===== config.mk =====
export PLATFORM = sky130hd
export DESIGN_NAME = gate_tt_sequencer
export DESIGN_NICKNAME = d
export VERILOG_FILES = /design/src/rtl/gate_tt_sequencer.sv
export SDC_FILE = /design/constraint.sdc
export NUM_CORES = 1
export LEC_CHECK = 0
export CAP_MARGIN = 20
export CORE_ASPECT_RATIO = 1.25
export CORE_MARGIN = 5
export CORE_UTILIZATION = 35
export CTS_BUF_LIST = sky130_fd_sc_hd__clkbuf_4 sky130_fd_sc_hd__clkbuf_8
export DETAILED_ROUTE_END_ITERATION = 8
export PLACE_DENSITY = 0.58
export RECOVER_POWER = 25
export SLEW_MARGIN = 30
export SYNTH_ARGS = -nofsm -noshare
export SYNTH_HDL_FRONTEND = slang
export SYNTH_SLANG_ARGS = --single-unit

===== constraint.sdc =====
create_clock -name i_clk -period 2.9 [get_ports i_clk]
set_input_delay 0.435 -clock i_clk [delete_from_list [all_inputs] [get_ports i_clk]]
set_output_delay 0.435 -clock i_clk [all_outputs]
set_load 0.01 [all_outputs]

===== src/rtl/gate_tt_sequencer.sv =====
// Stimulus driver and truth-table checker for a two-input gate under test.
// Optional GATE_TT_CAPTURE_EN adds o_tt, the i_Y values captured in the last pass.
module gate_tt_sequencer #(
  parameter int unsigned SETTLE_CYCLES = 1,
  parameter int unsigned PASSES        = 1,
  localparam int unsigned ERR_W        = $clog2(4 * PASSES + 1)
) (
  input  logic             i_clk,
  input  logic             i_rst,
  input  logic             i_start,
  input  logic [2:0]       i_op,
  input  logic             i_Y,
  output logic             o_A,
  output logic             o_B,
  output logic             o_busy,
  output logic             o_done,
  output logic             o_pass,
  output logic [ERR_W-1:0] o_err_cnt
`ifdef GATE_TT_CAPTURE_EN
  ,
  output logic [3:0]       o_tt
`endif
);

  localparam int unsigned CNT_W  = 4;
  localparam int unsigned PASS_W = (PASSES > 1) ? $clog2(PASSES) : 1;

  typedef enum logic [1:0] {
    IDLE   = 2'd0,
    HOLD   = 2'd1,
    SAMPLE = 2'd2,
    DONE   = 2'd3
  } state_t;

  state_t            state_q, state_d;
  logic [1:0]        idx_q, idx_d;
  logic [PASS_W-1:0] pass_q, pass_d;
  logic [CNT_W-1:0]  cnt_q, cnt_d;
  logic [2:0]        op_q, op_d;
  logic              a_d, b_d, busy_d, done_d, pass_ok_d;
  logic [ERR_W-1:0]  err_d;
  logic              exp_y;
`ifdef GATE_TT_CAPTURE_EN
  logic [3:0]        tt_d;
`endif

  // Reference truth table; unknown op codes fall back to OR
  function automatic logic expected(input logic [2:0] op, input logic a, input logic b);
    case (op)
      3'd1:    expected = ~(a | b);
      3'd2:    expected = a & b;
      3'd3:    expected = ~(a & b);
      3'd4:    expected = a ^ b;
      default: expected = a | b;
    endcase
  endfunction

  assign exp_y = expected(op_q, idx_q[1], idx_q[0]);

  // Next-state and next-output logic
  always_comb begin
    state_d   = state_q;
    idx_d     = idx_q;
    pass_d    = pass_q;
    cnt_d     = cnt_q;
    op_d      = op_q;
    a_d       = o_A;
    b_d       = o_B;
    busy_d    = o_busy;
    done_d    = 1'b0;
    pass_ok_d = o_pass;
    err_d     = o_err_cnt;
`ifdef GATE_TT_CAPTURE_EN
    tt_d      = o_tt;
`endif
    case (state_q)
      IDLE: begin
        if (i_start) begin
          op_d      = i_op;
          err_d     = '0;
          pass_ok_d = 1'b0;
          idx_d     = 2'd0;
          pass_d    = '0;
          cnt_d     = '0;
          a_d       = 1'b0;
          b_d       = 1'b0;
          busy_d    = 1'b1;
`ifdef GATE_TT_CAPTURE_EN
          tt_d      = 4'd0;
`endif
          state_d   = HOLD;
        end
      end
      HOLD: begin
        if (cnt_q == CNT_W'(SETTLE_CYCLES)) begin
          cnt_d   = '0;
          state_d = SAMPLE;
        end else begin
          cnt_d = cnt_q + CNT_W'(1);
        end
      end
      SAMPLE: begin
        if (i_Y != exp_y) err_d = o_err_cnt + ERR_W'(1);
`ifdef GATE_TT_CAPTURE_EN
        tt_d[idx_q] = i_Y;
`endif
        if (idx_q != 2'd3) begin
          idx_d   = idx_q + 2'd1;
          a_d     = idx_d[1];
          b_d     = idx_d[0];
          state_d = HOLD;
        end else if (pass_q != PASS_W'(PASSES - 1)) begin
          idx_d   = 2'd0;
          pass_d  = pass_q + PASS_W'(1);
          a_d     = 1'b0;
          b_d     = 1'b0;
          state_d = HOLD;
        end else begin
          a_d       = 1'b0;
          b_d       = 1'b0;
          busy_d    = 1'b0;
          done_d    = 1'b1;
          pass_ok_d = (err_d == '0);
          state_d   = DONE;
        end
      end
      DONE: begin
        state_d = IDLE;
      end
      default: state_d = IDLE;
    endcase
  end

  // State and registered outputs
  always_ff @(posedge i_clk) begin
    if (i_rst) begin
      state_q   <= IDLE;
      idx_q     <= 2'd0;
      pass_q    <= '0;
      cnt_q     <= '0;
      op_q      <= 3'd0;
      o_A       <= 1'b0;
      o_B       <= 1'b0;
      o_busy    <= 1'b0;
      o_done    <= 1'b0;
      o_pass    <= 1'b0;
      o_err_cnt <= '0;
`ifdef GATE_TT_CAPTURE_EN
      o_tt      <= 4'd0;
`endif
    end else begin
      state_q   <= state_d;
      idx_q     <= idx_d;
      pass_q    <= pass_d;
      cnt_q     <= cnt_d;
      op_q      <= op_d;
      o_A       <= a_d;
      o_B       <= b_d;
      o_busy    <= busy_d;
      o_done    <= done_d;
      o_pass    <= pass_ok_d;
      o_err_cnt <= err_d;
`ifdef GATE_TT_CAPTURE_EN
      o_tt      <= tt_d;
`endif
    end
  end

endmodule


==> run summary, run 1 <==
met3 WL: 154 um
Detailed Route Iter0 Violations: 41
mapped cell area: 1070 sq um
cells along the critical path: inv_1 -> ha_1 -> o31ai_1 -> mux2_2 -> a32o_1 -> a32o_1
WP buf/inv: 1
height of the die: 71.8 um
Initial Util: 0.363
Slew Viols, Final: 0
drc violations: 0
Synth-to-Final Area Change: 19.3%
die area: 4270 sq um
first-pass GRT wire length: 4.09 mm
ys flop type: dfxtp_1
post-layout util: 0.433
Final GP Congestion: 0.783
Min-Delay Path Class: flip-flop to flip-flop
final net count: 158
Via Count: 985
Slew headroom: 0.572
max-cap violations: 0
Worst-Margin Slew: 0.641 ns
CTS Hold Bufs: 0
Clock Path Buffers: 2
Post-synth EDFFs: 0
fin crit share: 0.742
post-synthesis sequential area ratio: 0.356
status: complete, no violations
chip width: 59.5 um
share of the synthesized area in the top cell type: 0.356
LEAKAGE: 0.467 nW
dominant cell type by area after synthesis: dfxtp_1
YS warnings: 0
Setup Total Neg Slack: 0 ns
Distinct cells, synth: 42
startpoint types: flip-flop
number of global-route vias before repair: 927
post-layout minimum cycle time: 2.15 ns
average vias per placed instance: 5.47
Final ANT Viol Nets: 0
RSZ-0062 raised after global routing: false
Detailed Route WL: 2.41 mm
Final Hold Fails: 0
most frequent CP cell: a32o_1
total gr overflow: 0
Slowest-stage cell, CP: dfxtp_1
setup bufs post-CTS: 0
Syn Inst Count: 129
Post-Place Cells: 176
Root Buffer: clkbuf_4
Worst Path Max Fanout: 6
Worst path depth: 6
H-tree levels: 1
Total GRT Usage: 0.123
dpl ws: 0.712 ns
WL met2: 1.17 mm
CP peak stage delay: 0.44 ns
number of I/O pins: 15
cells on worst reg2reg path: 6
Crit. End Element: flip-flop
Non-Filler Instances: 180
Crit path required time: 3.10 ns
Buffers on Ports: 14
register area: 380 sq um
initial antenna violation count: 0
core area: 2950 sq um
total CTS buffers: 3
Max Used Layer: met4
dpl hpwl: 1.85 mm
Worst VDD drop: 0.235 mV
Top Family by Delay on Critical Path: compound AO/OA/AOI/OAI gates
FMAX: 465 MHz
met1 WL: 1.05 mm
clk_lat worst skew: 0.29 ns
synthesized area per cell: 8.29 sq um
clock sink count: 19
ys async rst share: 0
WS Path Type: flip-flop to flip-flop
Post-CTS Resized: 0
Fill cells: 297
power density cells: 432 nW/um^2
number of synthesized register bits: 19
clock transition at the registers of the reported paths: 0.11 ns
Rows: 22
final setup vio count: 0
Area contributors post-synth: dfxtp_1 36%, ha_1 7.0%, nor2_1 5.3%
syn nets: 142
Hold Path Stages: 2
CTS tree: yes
wire per inst: 13.4 um
share of cells above drive strength 1: 0.0556
largest net degree at the start of global routing: 12
antenna cells: 0
Multi-input gate area: 632 sq um
Worst EP arrival: 2.35 ns
DRT Pass-1 Iters: 4
setup clock skew after layout: 0.00222 ns
Setup WS post-layout: 0.749 ns
[placed cells by master (no fill, tap or decap), types with 3 or more instances in the layout]
| cell type | instances |
|---|---|
| nand2_1 | 8 |
| nor2b_1 | 3 |
| nand2b_1 | 4 |
| clkbuf_4 | 4 |
| mux2i_1 | 3 |
| a21oi_1 | 6 |
| nor2_1 | 15 |
| inv_1 | 10 |
| o21ai_0 | 7 |
| a22oi_1 | 4 |
| clkdlybuf4s50_1 | 12 |
| ha_1 | 6 |
| nor3_1 | 3 |
| dfxtp_1 | 19 |
[cells in the mapped netlist (2+ instances only)]
cell	instances
nand3_1	2
or3_1	2
nand2_1	8
a32o_1	2
a311oi_1	2
nor2_1	15
a22o_1	2
nor4b_1	2
dfxtp_1	19
mux2i_1	3
ha_1	6
clkbuf_1	3
o21ai_0	7
a211oi_1	2
a2111o_1	2
nor3_1	3
nor2b_1	3
a22oi_1	4
a21oi_1	6
inv_1	10
o31ai_1	2
nand2b_1	4
[stage by stage]
step | cell area (sq um) | hold WS, ns | total power [mW]
after floorplan | 1070 | 0.475 | 0.378
after global placement | 1250 | 0.479 | 0.413
final | 1280 | 0.497 | 0.551
after CTS | 1280 | 0.500 | 0.561
after global routing | 1280 | 0.515 | 0.592
after detailed placement | 1250 | 0.482 | 0.416
[power by group]
| group | internal (mW) | switching [mW] | total, mW |
|---|---|---|---|
| clock network | 0.0629 | 0.0796 | 0.143 |
| registers | 0.274 | 0.0182 | 0.292 |
| logic | 0.0518 | 0.0649 | 0.117 |
| total | 0.388 | 0.163 | 0.551 |
[worst reg2reg max path, delay by kind of cell, from the launching register on]
family,cells,cell delay [ns]
AO/OA/AOI/OAI,3,0.80
adder cells (fa/ha/maj),1,0.33
buffers and inverters,1,0.07
flip-flops,1,0.44
multiplexers,1,0.42
[logic make-up (layout without fill, tap and decap cells)]
family          count (synthesis)  in the layout  share of synthesized area
fa+ha+maj                       6              6                     0.0702
xor+xnor                        1              1                    0.00819
simple gates                   45             45                      0.209
compound gates                 39             39                      0.264
buf+inv                        15             30                     0.0538
flops                          19             19                      0.356
mux                             4              4                     0.0386
[final timing paths]
check | start | endpoint | slack, ns
max | idx_q[0]$_SDFFE_PP0P_ | o_err_cnt[1]$_SDFFE_PP0P_ | 0.75
min | o_busy$_SDFFE_PP0P_ | o_busy$_SDFFE_PP0P_ | 0.50
min reg2reg | o_busy$_SDFFE_PP0P_ | o_busy$_SDFFE_PP0P_ | 0.50
max reg2reg | idx_q[0]$_SDFFE_PP0P_ | o_err_cnt[1]$_SDFFE_PP0P_ | 0.75
[layer usage]
layer | track usage | vias to the layer above
met5 | 0 | -
met4 | 0.0529 | 0
met3 | 0.0360 | 2
met2 | 0.198 | 21
met1 | 0.149 | 456
li1 | - | 506
[state kept, by name, indices dropped and copies added (netlist names)]
signal	cells
o_done	1
cnt_q	4
o_busy	1
o_err_cnt	3
o_A	1
o_pass	1
state_q	2
op_q	3
o_B	1
idx_q	2
[cell type report]
type,count,share of cell area
Clock buffer,4,0.0235
Inverter,11,0.0324
Multi-Input combinational cell,95,0.495
Sequential cell,19,0.298
Timing Repair Buffer,15,0.116
Tap cell,36,0.0353
Note: power is estimated with default switching activity, not from simulation.
==> run 2: changes to the inputs <==
==> constraint.sdc (replaced) <==
create_clock -name i_clk -period 2.2 [get_ports i_clk]
set_input_delay 0.33 -clock i_clk [delete_from_list [all_inputs] [get_ports i_clk]]
set_output_delay 0.33 -clock i_clk [all_outputs]
set_load 0.01 [all_outputs]
==> run summary, run 2 (synthesis results as in run 1) <==
Clk network pwr share: 0.249 (was 0.259)
register area: 380 sq um (unchanged)
most flop-heavy register: cnt_q (unchanged)
Detailed Route WL: 2.56 mm (was 2.41 mm)
Fill cells: 305 (was 297)
Largest register FFs: 4 (unchanged)
most frequent cells in the layout: 19 x dfxtp_1, 15 x nor2_1, 13 x clkdlybuf4s50_1 (was 19 x dfxtp_1, 15 x nor2_1, 12 x clkdlybuf4s50_1)
total net switching power: 0.231 mW (was 0.163 mW)
Crit. End Element: flip-flop (unchanged)
part of the power in registers: 0.521 (was 0.530)
total gr overflow: 0 (unchanged)
most frequent CP cell: a32o_1 (unchanged)
Buffers on Ports: 14 (unchanged)
clock transition at the registers of the reported paths: 0.12 ns (was 0.11 ns)
status: complete, no violations (unchanged)
die area: 4270 sq um (unchanged)
setup bufs post-CTS: 0 (unchanged)
antenna cells: 0 (unchanged)
WS Path Type: flip-flop to flip-flop (unchanged)
Total GRT Usage: 0.127 (was 0.123)
Top Registers: cnt_q: 4 flops, o_err_cnt: 3 flops, op_q: 3 flops (unchanged)
Non-Filler Instances: 186 (was 180)
share of cells above drive strength 1: 0.100 (was 0.0556)
Detailed Route Iter0 Violations: 27 (was 41)
sw frac: 0.312 (was 0.295)
Final Hold Fails: 0 (unchanged)
Min-Delay Path Class: flip-flop to flip-flop (unchanged)
CP peak stage delay: 0.44 ns (about the same)
startpoint types: flip-flop (unchanged)
DRT Pass-1 Iters: 5 (was 4)
Worst VDD drop: 0.331 mV (was 0.235 mV)
Rows: 22 (unchanged)
Multi-input gate area: 641 sq um (was 632 sq um)
Slew Viols, Final: 0 (unchanged)
final setup vio count: 0 (unchanged)
post-layout minimum cycle time: 2.04 ns (was 2.15 ns)
wire per inst: 13.7 um (was 13.4 um)
setup clock skew after layout: 0.0113 ns (was 0.00222 ns)
Post-Place Cells: 182 (was 176)
max-cap violations: 0 (unchanged)
initial antenna violation count: 0 (unchanged)
LEAKAGE: 0.490 nW (was 0.467 nW)
number of I/O pins: 15 (unchanged)
core area: 2950 sq um (unchanged)
Logic pwr share: 0.230 (was 0.212)
number of global-route vias before repair: 1006 (was 927)
CTS tree: yes (unchanged)
H-tree levels: 1 (unchanged)
Clock Path Buffers: 2 (unchanged)
clock sink count: 19 (unchanged)
total CTS buffers: 3 (unchanged)
Slew headroom: 0.695 (was 0.572)
Setup Total Neg Slack: 0 ns (unchanged)
average vias per placed instance: 5.61 (was 5.47)
Root Buffer: clkbuf_4 (unchanged)
power density cells: 559 nW/um^2 (was 432 nW/um^2)
FMAX: 489 MHz (was 465 MHz)
Worst Path Max Fanout: 6 (unchanged)
Final ANT Viol Nets: 0 (unchanged)
Pint: 0.509 mW (was 0.388 mW)
commonest non-fill, non-tap cell in the layout: dfxtp_1 (unchanged)
first-pass GRT wire length: 4.27 mm (was 4.09 mm)
Final GP Congestion: 0.793 (was 0.783)
cells along the critical path: inv_1 -> ha_1 -> o31ai_2 -> mux2_2 -> a32o_1 -> a32o_1 (was inv_1 -> ha_1 -> o31ai_1 -> mux2_2 -> a32o_1 -> a32o_1)
clk_lat worst skew: 0.30 ns (was 0.29 ns)
final net count: 164 (was 158)
drc violations: 0 (unchanged)
Slowest-stage cell, CP: dfxtp_1 (unchanged)
chip width: 59.5 um (unchanged)
Initial Util: 0.363 (unchanged)
RSZ-0062 raised after global routing: false (unchanged)
fin crit share: 0.929 (was 0.742)
height of the die: 71.8 um (unchanged)
Worst-Margin Slew: 0.457 ns (was 0.641 ns)
Worst EP arrival: 2.24 ns (was 2.35 ns)
Via Count: 1043 (was 985)
Crit path required time: 2.39 ns (was 3.10 ns)
largest net degree at the start of global routing: 12 (unchanged)
dpl hpwl: 1.99 mm (was 1.85 mm)
Synth-to-Final Area Change: 23.7% (was 19.3%)
-- run 2: worst max-delay path: cells and delay by family, from the launching register on --
family / cells / cell delay (ns)
mux: 1 / 0.40
compound gates: 3 / 0.69
flops: 1 / 0.44
buf+inv: 1 / 0.07
fa+ha+maj: 1 / 0.33
-- run 2: final timing paths --
path	slack, ns	start	end	cells past startpoint
hold / removal	0.50	o_busy$_SDFFE_PP0P_	o_busy$_SDFFE_PP0P_	2
setup reg to reg	0.16	idx_q[0]$_SDFFE_PP0P_	o_err_cnt[1]$_SDFFE_PP0P_	6
hold reg to reg	0.50	o_busy$_SDFFE_PP0P_	o_busy$_SDFFE_PP0P_	2
setup / recovery	0.16	idx_q[0]$_SDFFE_PP0P_	o_err_cnt[1]$_SDFFE_PP0P_	6
-- run 2: final cells by class --
| type | count | area share |
|---|---|---|
| clock buffers | 3 | 0.0170 |
| clock inverters | 1 | 0.00378 |
| inverters | 11 | 0.0312 |
| multi-input cells | 95 | 0.484 |
| flip-flops and latches | 19 | 0.287 |
| well taps | 36 | 0.0340 |
| repair buffers | 21 | 0.143 |
-- run 2: power by group through the flow --
stage / Combinational, mW / Sequential [mW] / Clock, mW
detailed placement: 0.168 / 0.393 / 0
floorplan: 0.111 / 0.386 / 0
finish: 0.170 / 0.386 / 0.184
global route: 0.191 / 0.390 / 0.211
global placement: 0.166 / 0.393 / 0
CTS: 0.169 / 0.385 / 0.192
-- run 2: timing repair --
item                                   4_1_cts  5_1_grt
setup endpoints to repair                    0        2
endpoints found under the hold margin        0        0
resized for setup                            0        2
hold buffers                                 0        0
-- run 2: stage by stage --
stage	utilization	worst slack, ns	hold slack, ns	total power [mW]	instance area (sq um)
floorplan	-	0.201	0.469	0.498	1070
global placement	0.438	0.154	0.480	0.558	1290
detailed placement	0.438	0.0950	0.485	0.561	1290
CTS	0.448	0.0825	0.505	0.747	1320
global route	0.449	0.0825	0.552	0.791	1320
finish	0.449	0.155	0.500	0.740	1320
-- run 2: per-layer routing --
layer / routed length (um) / GRT usage / up-vias
met3: 102 / 0.0234 / 2
li1: - / - / 521
met2: 1330 / 0.222 / 26
met5: 0 / 0 / -
met1: 1100 / 0.144 / 494
met4: 24 / 0.0579 / 0
